`config.mk`:
```
export PLATFORM = sky130hd
export DESIGN_NAME = div_ctrl
export DESIGN_NICKNAME = d
export VERILOG_FILES = /design/src/rtl/div_ctrl.sv
export SDC_FILE = /design/constraint.sdc
export NUM_CORES = 1
export LEC_CHECK = 0
export ABC_AREA = 0
export ABC_CLOCK_PERIOD_IN_PS = 6200
export BUFFER_PORTS_ARGS = -buffer_cell sky130_fd_sc_hd__clkbuf_2
export CELL_PAD_IN_SITES_DETAIL_PLACEMENT = 0
export CELL_PAD_IN_SITES_GLOBAL_PLACEMENT = 1
export CORE_ASPECT_RATIO = 0.8
export CORE_MARGIN = 2
export CORE_UTILIZATION = 45
export DETAILED_ROUTE_END_ITERATION = 10
export PLACE_DENSITY_LB_ADDON = 0.08
export SYNTH_ARGS = -nofsm -noshare
export SYNTH_HDL_FRONTEND = slang
export SYNTH_SLANG_ARGS = --single-unit
```
`constraint.sdc`:
```
create_clock -name clk -period 6.2 [get_ports clk]
set_input_delay 0.31 -clock clk [delete_from_list [all_inputs] [get_ports clk]]
set_output_delay 0.31 -clock clk [all_outputs]
set_load 0.005 [all_outputs]
```
`src/rtl/div_ctrl.sv`:
```
// Multi-cycle radix-2 restoring divider for DIV/DIVU in the EX stage.
// Produces {remainder, quotient} and holds the pipeline through stall until ready.
module div_ctrl #(
  parameter int unsigned DW = 32
) (
  input  logic            clk,
  input  logic            rst,
  input  logic            signed_div,
  input  logic [DW-1:0]   opdata1,
  input  logic [DW-1:0]   opdata2,
  input  logic            start,
  input  logic            annul,
  output logic [2*DW-1:0] result,
  output logic            ready,
  output logic            stall
);

  localparam int unsigned CW = $clog2(DW) + 1;

  typedef enum logic [1:0] {
    S_IDLE    = 2'd0,
    S_ON      = 2'd1,
    S_DIVZERO = 2'd2,
    S_END     = 2'd3
  } state_t;

  state_t        r_state;
  logic [CW-1:0] r_cnt;
  logic [DW-1:0] r_rem;
  logic [DW-1:0] r_quot;
  logic [DW-1:0] r_dvsr;
  logic          r_qneg;
  logic          r_rneg;

  logic          w_s1;
  logic          w_s2;
  logic [DW-1:0] w_abs1;
  logic [DW-1:0] w_abs2;
  logic [DW:0]   w_rem_sh;
  logic [DW:0]   w_diff;
  logic          w_ge;
  logic [DW-1:0] w_rem_nx;
  logic [DW-1:0] w_quot_nx;
  logic [DW-1:0] w_rem_fin;
  logic [DW-1:0] w_quot_fin;

  // Operand magnitudes and signs; sign handling only for DIV.
  assign w_s1   = signed_div & opdata1[DW-1];
  assign w_s2   = signed_div & opdata2[DW-1];
  assign w_abs1 = w_s1 ? (~opdata1 + DW'(1)) : opdata1;
  assign w_abs2 = w_s2 ? (~opdata2 + DW'(1)) : opdata2;

  // One restoring step: shift, trial-subtract, keep or restore.
  assign w_rem_sh  = {r_rem, r_quot[DW-1]};
  assign w_diff    = w_rem_sh - {1'b0, r_dvsr};
  assign w_ge      = ~w_diff[DW];
  assign w_rem_nx  = w_ge ? w_diff[DW-1:0] : w_rem_sh[DW-1:0];
  assign w_quot_nx = {r_quot[DW-2:0], w_ge};

  assign w_quot_fin = r_qneg ? (~w_quot_nx + DW'(1)) : w_quot_nx;
  assign w_rem_fin  = r_rneg ? (~w_rem_nx + DW'(1)) : w_rem_nx;

  assign stall = start & ~ready & ~annul;

  always_ff @(posedge clk or negedge rst) begin
    if (!rst) begin
      r_state <= S_IDLE;
      r_cnt   <= '0;
      r_rem   <= '0;
      r_quot  <= '0;
      r_dvsr  <= '0;
      r_qneg  <= 1'b0;
      r_rneg  <= 1'b0;
      result  <= '0;
      ready   <= 1'b0;
    end else begin
      case (r_state)
        S_IDLE: begin
          ready <= 1'b0;
          if (start && !annul) begin
            if (opdata2 == '0) begin
              // Dividend parked in the quotient register for the div-by-zero result.
              r_quot  <= opdata1;
              r_state <= S_DIVZERO;
            end else begin
              r_quot  <= w_abs1;
              r_dvsr  <= w_abs2;
              r_qneg  <= w_s1 ^ w_s2;
              r_rneg  <= w_s1;
              r_rem   <= '0;
              r_cnt   <= '0;
              r_state <= S_ON;
            end
          end
        end
        S_DIVZERO: begin
          if (annul) begin
            ready   <= 1'b0;
            r_state <= S_IDLE;
          end else begin
            result  <= {r_quot, {DW{1'b1}}};
            r_state <= S_END;
          end
        end
        S_ON: begin
          if (annul) begin
            ready   <= 1'b0;
            r_state <= S_IDLE;
          end else begin
            r_rem  <= w_rem_nx;
            r_quot <= w_quot_nx;
            r_cnt  <= r_cnt + CW'(1);
            if (r_cnt == CW'(DW - 1)) begin
              result  <= {w_rem_fin, w_quot_fin};
              r_state <= S_END;
            end
          end
        end
        S_END: begin
          // Stay done while EX keeps start high; a new divide needs start low first.
          if (annul || !start) begin
            ready   <= 1'b0;
            r_state <= S_IDLE;
          end else begin
            ready <= 1'b1;
          end
        end
        default: begin
          ready   <= 1'b0;
          r_state <= S_IDLE;
        end
      endcase
    end
  end

endmodule

```
==> run metrics, run 1 <==
Post-Route WL 37200 microns; hold path start annul; detailed placement HPWL 27900 microns; nets 1774; Unique masters post-synth 81; Max Fclk 178 MHz; hold_buf cts 1; Hold Path Class input pin to flop; Synthesis Warnings 0; first-pass GRT wire length 59800 microns; syn_nets 1694; min Tclk post-route 5620 ps; Power Dens Cells 414 nW/um^2; top post-synthesis cells by area dfrtp_1 34%, a21oi_1 7.8%, o21ai_0 6.6%, xor2_1 5.6%, nand2_1 5.2%; H-Tree Depth 4; GRT Total Usage 25.9%; Final Hold Vio Count 0; Die ar. 29200 sq um; TritonCTS Buffers 17; Critical R2R Launch r_quot[31]; DRT iter0 DRCs 804; Cell Area, Synth 12500 sq um; CP Launch Type flop; setup violators final 0; Worst path most repeated cell inv_1; area post-placement 13400 sq um; worst r2r dst result[58]; share of cells above drive strength 1 12.9%; final antenna-violating net count 0; Core Area 27300 sq um; worst reg2reg setup slack 580 ps; CP max FO 18; CP endpoint kind flop; placer congestion estimate 0.884; P_sw 2.57 mW; Post-synth ARST share 100%; CP peak stage delay 640 ps; # port buffers 134; max-cap violations 0; largest net degree at the start of global routing 69; Pre-Repair DR Iteration Count 5; post-CTS resize count 0; Max IR drop VDD 231 uV; top_reg_cell synth dfrtp_1; Final Cell Area 14000 sq um; clk sinks 171; number of synthesized flops with an enable pin 0; row count 54; # Post-CTS Setup Buffers 0; CTS tree yes; Starting Density 45.9%; die height 153 microns; Hold Path End ready; Leakage 6.13 nW; sequential power share 33.1%; vias per inst 5.73; Yosys top cell by area dfrtp_1; critical path class flop to flop; Chip Width 190 microns; DRC 0; Root Buffer Master clkbuf_16; GRT overflow 0; vias in the first global route 10800; status finished, final reports clean; fin crit share 90.6%; maximum buffer depth of the clock tree 2; sw frac 44.4%; Power Internal 3.22 mW; mean routed wirelength per cell 18.3 microns; Gate power share 48.0%; Worst-path clk slew 60 ps; post-synthesis instance total 1583; initial antenna violation count 0; RSZ-0062 raised after global routing false; Slowest cell on crit path nor4_1; CP Data Arrival Time 5940 ps; Setup Skew 9.27 ps; post-layout util 51.3%; area share of the largest cell type after synthesis 34.2%; sequential area share after synthesis 34.2%; FF-to-FF path depth 22; clk_lat worst skew 440 ps; Filler cells 2699; # IOs 135; synthesized flop and latch total 171; worst slew pin tran 1120 ps; area grow syn2layout 11.9%; worst path cell trace inv_1, ha_1, inv_1, fa_1, a211oi_2, o211ai_1, a31o_1, o211a_1, or3_1, and2_2, inv_2, nor2_1, a21oi_1, ha_1, inv_1, nor4_1, nand2_1, nor3_2, a41oi_1, o31ai_2, xnor2_1, a221o_1; via total after detailed routing 11700; Slew Viols, Final 0; setup TNS 0 ps; Worst EP required 6520 ps; max_slew headroom 25.0%; syn_area_per_cell 7.91 sq um; WHS Path Cells 2; Inserted Diodes 0; clock network power share 18.9%
through the flow:
| step | setup WS (ps) | cells | power (mW) | hold slack (ps) |
|---|---|---|---|---|
| global placement | 795 | 2007 | 4.67 | 320 |
| floorplan | 1110 | 1583 | 3.78 | 14.4 |
| global route | 124 | 2039 | 6.27 | 141 |
| finish | 580 | 2039 | 5.79 | 140 |
| CTS | 687 | 2039 | 5.81 | 122 |
| detailed placement | 713 | 2007 | 4.71 | 322 |
final cells by class:
class | instances | area, sq um | share of cell area (%)
Multi-Input combinational cell | 1258 | 7630 | 54.5
Sequential cell | 171 | 4280 | 30.6
Timing Repair Buffer | 153 | 822 | 5.87
Clock buffer | 20 | 467 | 3.33
Tap cell | 364 | 455 | 3.25
Inverter | 62 | 233 | 1.66
Clock inverter | 11 | 120 | 0.858
power by group through the flow:
| stage | combinational (mW) | sequential, mW | clock [mW] |
|---|---|---|---|
| finish | 2.78 | 1.92 | 1.09 |
| global placement | 2.74 | 1.93 | 0 |
| detailed placement | 2.78 | 1.93 | 0 |
| floorplan | 2.01 | 1.78 | 0 |
| global route | 3.13 | 1.98 | 1.16 |
| CTS | 2.79 | 1.91 | 1.11 |
kinds of logic (layout without fill, tap and decap cells):
family / count (synthesis) / count (layout) / share of synthesized area, %
buf+inv: 154 / 246 / 4.97
flops: 171 / 171 / 34.2
xor+xnor: 134 / 134 / 9.38
fa+ha+maj: 42 / 42 / 4.26
simple gates: 536 / 536 / 20.1
compound gates: 507 / 507 / 23.9
mux: 39 / 39 / 3.19
per-layer routing:
layer | global-route usage (%) | wire length [microns] | vias to the layer above
met5 | 0 | 0 | -
met4 | 5.61 | 427 | 0
met3 | 3.83 | 1770 | 21
met2 | 39.4 | 16700 | 246
met1 | 38.8 | 18300 | 5639
li1 | - | - | 5785
cell usage after synthesis, types with 12 or more instances:
master	count
a21oi_1	195
or3_1	27
nand2_1	175
inv_1	61
nor4_1	16
nor3_1	41
dfrtp_1	171
o31ai_1	27
nor2_1	162
a21o_1	12
ha_1	41
and3_1	17
mux2i_1	34
and2_1	12
clkbuf_1	67
xnor2_1	54
nand3_1	21
xor2_1	80
buf_2	14
o21ai_0	166
critical path: cells and delay by family, from the launching register on:
kind | cells | cell delay [ps]
buffers and inverters | 4 | 500
xor gates and xnor gates | 1 | 100
DFF | 1 | 390
and+or+nand+nor | 6 | 1710
adders and majority gates | 3 | 870
AOI/OAI and AO/OA | 8 | 1920
placed cells by master (no fill, tap or decap), types with 40 or more instances in the layout:
master      n
a21oi_1   195
nand2_1   175
dfrtp_1   171
o21ai_0   166
nor2_1    161
clkbuf_2  133
xor2_1     80
inv_1      61
xnor2_1    54
nor3_1     40
ha_1       40
worst max-delay path by stage:
| stage | from | to | slack [ps] | depth (start not counted) |
|---|---|---|---|---|
| finish | r_quot[31] | result[58] | 580 | 22 |
| global route | r_quot[31] | result[58] | 120 | 22 |
| detailed placement | r_quot[31] | result[58] | 710 | 22 |
| floorplan | r_quot[31] | result[58] | 1110 | 23 |
| global placement | r_quot[31] | result[58] | 790 | 21 |
| CTS | r_quot[31] | result[58] | 690 | 22 |
registers in the layout, summed over array words and instances (netlist names):
| signal | cells |
|---|---|
| r_quot | 32 |
| r_dvsr | 32 |
| r_qneg | 1 |
| r_state | 2 |
| r_cnt | 6 |
| result | 64 |
| r_rem | 32 |
| r_rneg | 1 |
| ready | 1 |
Note: power is estimated with default switching activity, not from simulation.
==> run 2, diff against run 1 <==
- CELL_PAD_IN_SITES_DETAIL_PLACEMENT: 0 -> 1
- TNS_END_PERCENT: not set -> 100
==> run 2 against run 1 <==
  * Count of clock-buffer cells in the layout decreased by 1
  * Routed wire length increased by 8.8%
  * Clock power increased by 9%
  * Cell count about the same
  * Sequential power about the same
  * Sequential share of layout area decreased by 0.12 points
  * Maximum frequency decreased by 2.9%
  * Flip-flop and latch count unchanged
  * Utilization increased by 0.20 points
  * Largest cell class unchanged
  * Largest power group unchanged
==> run metrics, run 2 (synthesis gave the netlist of run 1 again) <==
Max IR drop VDD 280 uV (was 231 uV); vias per inst 5.91 (was 5.73); fin crit share 93.4% (was 90.6%); maximum buffer depth of the clock tree 2 (unchanged); Slew Viols, Final 0 (unchanged); Power Dens Cells 425 nW/um^2 (was 414 nW/um^2); share of cells above drive strength 1 12.9% (about the same); worst r2r dst result[58] (unchanged); max-cap violations 0 (unchanged); final std cells w/o fill 2040 (was 2039); clk_lat worst skew 440 ps (about the same); row count 54 (unchanged); GRT overflow 0 (unchanged); Pre-Repair DR Iteration Count 5 (unchanged); # port buffers 134 (unchanged); max FFs per register 64 (unchanged); critical path class flop to flop (unchanged); CP endpoint kind flop (unchanged); CP Launch Type flop (unchanged); largest net degree at the start of global routing 69 (unchanged); crit path to result[58] (unchanged); min Tclk post-route 5790 ps (was 5620 ps); worst slew pin tran 1120 ps (about the same); Crit. Startpoint r_quot[31] (unchanged); most frequent cells in the layout 195 x a21oi_1, 175 x nand2_1, 171 x dfrtp_1 (unchanged); Reg with most FFs result (unchanged); Starting Density 45.9% (unchanged); first-pass GRT wire length 64700 microns (was 59800 microns); Filler cells 3400 (was 2699); Post-Route WL 40500 microns (was 37200 microns); dpl cells 2007 (unchanged); most common cell after layout, fill and taps aside a21oi_1 (unchanged); Final Hold Vio Count 0 (unchanged); final antenna-violating net count 0 (unchanged); Hold Path Class input pin to flop (unchanged); detailed placement HPWL 30400 microns (was 27900 microns); Worst EP required 6520 ps (about the same); Worst-path clk slew 70 ps (was 60 ps); Critical R2R Launch r_quot[31] (unchanged); setup TNS 0 ps (unchanged); Leakage 6.18 nW (was 6.13 nW); # IOs 135 (unchanged); FF-to-FF path depth 22 (unchanged); GRT Total Usage 28.0% (was 25.9%); nets 1774 (unchanged); TritonCTS Buffers 17 (unchanged); setup violators final 0 (unchanged); Setup Skew 9.89 ps (was 9.27 ps); initial antenna violation count 0 (unchanged); worst reg2reg setup slack 410 ps (was 580 ps); status finished, final reports clean (unchanged); clk sinks 171 (unchanged); Inserted Diodes 0 (unchanged); DRC 0 (unchanged); post-CTS resize count 0 (unchanged); mean routed wirelength per cell 19.8 microns (was 18.3 microns); Die ar. 29200 sq um (unchanged); max_slew headroom 24.9% (was 25.0%); die height 153 microns (unchanged); Chip Width 190 microns (unchanged); CTS tree yes (unchanged); vias in the first global route 11900 (was 10800); placer congestion estimate 0.884 (unchanged); Max Fclk 173 MHz (was 178 MHz); CP max FO 18 (unchanged); DRT iter0 DRCs 645 (was 804); Root Buffer Master clkbuf_16 (unchanged); RSZ-0062 raised after global routing false (unchanged); area grow syn2layout 12.3% (was 11.9%); H-Tree Depth 4 (unchanged); via total after detailed routing 12100 (was 11700); CP Data Arrival Time 6110 ps (was 5940 ps); Core Area 27300 sq um (unchanged)
run 2: cell types whose count changed in the layout (fill, tap and decap cells not counted), sizes merged:
cell / delta
bufinv: +2
clkinv: +2
inv: +3
clkinvlp: -5
clkbuf: -1
run 2: routing by layer:
| metal | wire [microns] | global-route usage (%) | up-vias |
|---|---|---|---|
| met5 | 0 | 0 | - |
| met4 | 374 | 5.61 | 0 |
| met3 | 1510 | 4.29 | 27 |
| met2 | 19300 | 45.9 | 233 |
| met1 | 19300 | 39.3 | 6043 |
| li1 | - | - | 5763 |
run 2: through the flow:
| step | util (%) | hold WS, ps | power [mW] | area, sq um | worst slack [ps] |
|---|---|---|---|---|---|
| 2_1_floorplan | - | 14.4 | 3.78 | 12500 | 1110 |
| 3_3_place_gp | 49.1 | 320 | 4.67 | 13400 | 795 |
| 3_5_place_dp | 49.1 | 321 | 4.78 | 13400 | 616 |
| 4_1_cts | 51.5 | 119 | 5.99 | 14100 | 508 |
| 5_1_grt | 51.5 | 148 | 6.42 | 14100 | 79.3 |
| 6_report | 51.5 | 138 | 5.98 | 14100 | 410 |
run 2: repair_timing:
action                    in CTS  in global routing
hold buffers                   1                  0
hold endpoints to repair      58                  0
buffers inserted               0                  0
run 2: final cells by class:
type                       instances  area, sq um  share of cell area, %
inverter                          62          233                   1.66
clock inverter                    13          189                   1.34
sequential                       171         4280                   30.4
multi-input combinational       1258         7630                   54.3
tap                              364          455                   3.24
clock buffer                      19          453                   3.22
timing repair buffer             153          822                   5.85
run 2: worst min-delay path by stage:
stage	depth (start not counted)	slack (ps)	startpoint	to
detailed placement	1	320	rst	r_dvsr[30]
global route	2	150	annul	ready
CTS	2	120	annul	ready
global placement	1	320	rst	r_dvsr[29]
floorplan	0	10	rst	r_cnt[0]
finish	2	140	annul	ready
run 2: worst max-delay path: stages (launching register included):
cell and delay, ps:
dfrtp_1 390, inv_1 120, ha_1 180, inv_1 60, fa_1 430, a211oi_2 240
o211ai_1 170, a31o_1 300, o211a_1 240, or3_1 440, and2_2 280, inv_2 270
nor2_1 80, a21oi_1 230, ha_1 250, inv_1 70, nor4_1 710, nand2_1 170
nor3_2 140, a41oi_1 150, o31ai_2 330, xnor2_1 100, a221o_1 290
run 2: where the power goes:
group          switching [mW]  internal (mW)  leakage, nW  total, mW
Clock                   0.490          0.701        0.316       1.19
Combinational            1.78           1.08         3.80       2.86
Sequential              0.410           1.52         2.06       1.93
==> run 3, diff against run 2 <==
- CORE_UTILIZATION: 45 -> 40
==> run 3 against run 2 <==
  * Clock power down 5%
  * Sequential power about the same
  * Via count down 0.80%
  * Sequential share of layout area down 0.062 points
  * Power down 0.72%
  * Clock skew up 2.5 ps
  * First-iteration DRC count up 18%
  * Worst setup slack better by 300 ps
  * Count of clock-buffer cells in the layout down 1
  * Worst hold slack worse by 15 ps
  * Final area up 0.20%
  * Critical endpoint unchanged
  * Largest power group unchanged
==> run metrics, run 3 (synthesis gave the netlist of run 1 again) <==
detailed placement HPWL 31600 microns (was 30400 microns); most common cell after layout, fill and taps aside a21oi_1 (unchanged); largest net degree at the start of global routing 84 (was 69); Leakage 6.15 nW (was 6.18 nW); worst r2r dst result[58] (unchanged); critical path class flop to flop (unchanged); CP peak stage delay 660 ps (was 710 ps); CP max FO 7 (was 18); Worst-path clk slew 70 ps (about the same); max-cap violations 0 (unchanged); worst setup margin 712 ps (was 410 ps); Die ar. 32700 sq um (was 29200 sq um); max FFs per register 64 (unchanged); # port buffers 134 (unchanged); Starting Density 40.9% (was 45.9%); WHS Path Cells 2 (unchanged); Root Buffer Master clkbuf_16 (unchanged); worst reg2reg setup slack 710 ps (was 410 ps); Core Area 30600 sq um (was 27300 sq um); Critical R2R Launch r_quot[31] (unchanged); worst path cell trace inv_1, ha_1, inv_1, fa_1, a211oi_2, o211ai_1, a31o_1, o211a_1, or3_1, and2_2, inv_2, mux2i_1, ha_1, inv_1, nor4_1, nand2_1, nor3_2, a41oi_1, o31ai_2, xnor2_1, a221o_1 (was inv_1, ha_1, inv_1, fa_1, a211oi_2, o211ai_1, a31o_1, o211a_1, or3_1, and2_2, inv_2, nor2_1, a21oi_1, ha_1, inv_1, nor4_1, nand2_1, nor3_2, a41oi_1, o31ai_2, xnor2_1, a221o_1); max_slew headroom 27.2% (was 24.9%); CTS tree yes (unchanged); CP Data Arrival Time 5840 ps (was 6110 ps); Worst path most repeated cell inv_1 (unchanged); nets 1775 (was 1774); RSZ-0062 raised after global routing false (unchanged); Hold Path Class input pin to flop (unchanged); via total after detailed routing 12000 (was 12100); FF-to-FF path depth 21 (was 22); GRT overflow 0 (unchanged); Max Fclk 182 MHz (was 173 MHz); DRC 0 (unchanged); Chip Width 202 microns (was 190 microns); GRT Total Usage 26.2% (was 28.0%); hold_ws 123 ps (was 138 ps); placer congestion estimate 0.867 (was 0.884); min Tclk post-route 5490 ps (was 5790 ps); multi-input logic area 7630 sq um (unchanged); sequential power share 32.6% (was 32.3%); worst path buffer plus inverter count 4 (unchanged); Slew Viols, Final 0 (unchanged); setup violators final 0 (unchanged); status finished, final reports clean (unchanged); share of cells above drive strength 1 13.0% (was 12.9%); fin crit share 88.5% (was 93.4%); clk sinks 171 (unchanged); hold_buf cts 1 (unchanged); vias in the first global route 12200 (was 11900); Slowest cell on crit path nor4_1 (unchanged); Worst EP required 6550 ps (was 6520 ps); CP delay by family, top compound AO/OA/AOI/OAI gates (unchanged); Power, Total 5.93 mW (was 5.98 mW); die height 162 microns (was 153 microns); sw frac 45.8% (was 44.8%); P_sw 2.72 mW (was 2.68 mW); Hold Path End ready (unchanged); DRT iter0 DRCs 764 (was 645); H-Tree Depth 4 (unchanged); clock network power share 19.0% (was 19.9%); # Post-CTS Setup Buffers 0 (unchanged); worst slew pin tran 1090 ps (was 1120 ps); first-pass GRT wire length 67700 microns (was 64700 microns); hold path start annul (unchanged); TritonCTS Buffers 17 (unchanged); Gate power share 48.4% (was 47.8%); setup TNS 0 ps (unchanged); area grow syn2layout 12.5% (was 12.3%); row count 57 (was 54); Post-Route WL 41700 microns (was 40500 microns); FF+latch area 4280 sq um (unchanged); Reg with most FFs result (unchanged); CP Launch Type flop (unchanged); most frequent cells in the layout 195 x a21oi_1, 175 x nand2_1, 171 x dfrtp_1 (unchanged); clk_lat worst skew 460 ps (was 440 ps); Final Hold Vio Count 0 (unchanged); # IOs 135 (unchanged); CP endpoint kind flop (unchanged); vias per inst 5.72 (was 5.91); Max IR drop VDD 213 uV (was 280 uV); initial antenna violation count 0 (unchanged); final antenna-violating net count 0 (unchanged); worst slack, placed 782 ps (was 616 ps); Setup Skew 12.4 ps (was 9.89 ps); Filler cells 3809 (was 3400); Pre-Repair DR Iteration Count 5 (unchanged); mean routed wirelength per cell 19.9 microns (was 19.8 microns); Power Internal 3.22 mW (was 3.30 mW); maximum buffer depth of the clock tree 2 (unchanged); Power Dens Cells 421 nW/um^2 (was 425 nW/um^2); post-CTS resize count 0 (unchanged)
## run 3: cell count changes in the layout (fill, tap and decap cells not counted), moves of 2 or more
cell,change
clkinv_2,-3
bufinv_16,-2
inv_6,+4
clkinvlp_4,+3
## run 3: power by group through the flow
| stage | registers (mW) | logic, mW | clock network [mW] |
|---|---|---|---|
| 2_1_floorplan | 1.78 | 2.01 | 0 |
| 3_3_place_gp | 1.93 | 2.79 | 0 |
| 3_5_place_dp | 1.95 | 2.86 | 0 |
| 4_1_cts | 1.93 | 2.88 | 1.16 |
| 5_1_grt | 1.99 | 3.25 | 1.20 |
| 6_report | 1.93 | 2.87 | 1.13 |
## run 3: worst reg2reg max path, cell delays in order, from the launching register on
cell	delay, ps
dfrtp_1	400
inv_1	110
ha_1	180
inv_1	60
fa_1	440
a211oi_2	250
o211ai_1	150
a31o_1	290
o211a_1	250
or3_1	430
and2_2	280
inv_2	110
mux2i_1	300
ha_1	240
inv_1	70
nor4_1	660
nand2_1	170
nor3_2	140
a41oi_1	150
o31ai_2	340
xnor2_1	100
a221o_1	290
## run 3: cell type report
| type | count | area share (%) |
|---|---|---|
| timing repair buffer | 154 | 5.89 |
| antenna | 1 | 0.0178 |
| tap | 413 | 3.67 |
| clock inverter | 14 | 1.14 |
| sequential | 171 | 30.4 |
| inverter | 62 | 1.65 |
| multi-input combinational | 1258 | 54.1 |
| clock buffer | 18 | 3.12 |
## run 3: through the flow
| step | utilization, % | cell area, sq um | std cells |
|---|---|---|---|
| after floorplan | - | 12500 | 1583 |
| after global placement | 44.0 | 13500 | 2057 |
| after detailed placement | 44.0 | 13500 | 2057 |
| after CTS | 46.0 | 14100 | 2090 |
| after global routing | 46.0 | 14100 | 2090 |
| final | 46.0 | 14100 | 2091 |
## run 3: worst max-delay path by stage
stage	startpoint	end	slack (ps)	depth (start not counted)
after global routing	r_quot[31]	result[58]	230	21
after CTS	r_quot[31]	result[58]	700	21
after global placement	r_quot[31]	result[58]	1010	21
after floorplan	r_quot[31]	result[58]	1110	23
after detailed placement	r_quot[31]	result[58]	780	21
final	r_quot[31]	result[58]	710	21
## run 3: per-layer routing
layer	part of all wire (%)	up-vias	track usage, %
met2	45	195	42.0
li1	-	5768	-
met1	50	5965	37.1
met4	1.7	0	6.72
met3	3.3	42	3.95
met5	0	-	0
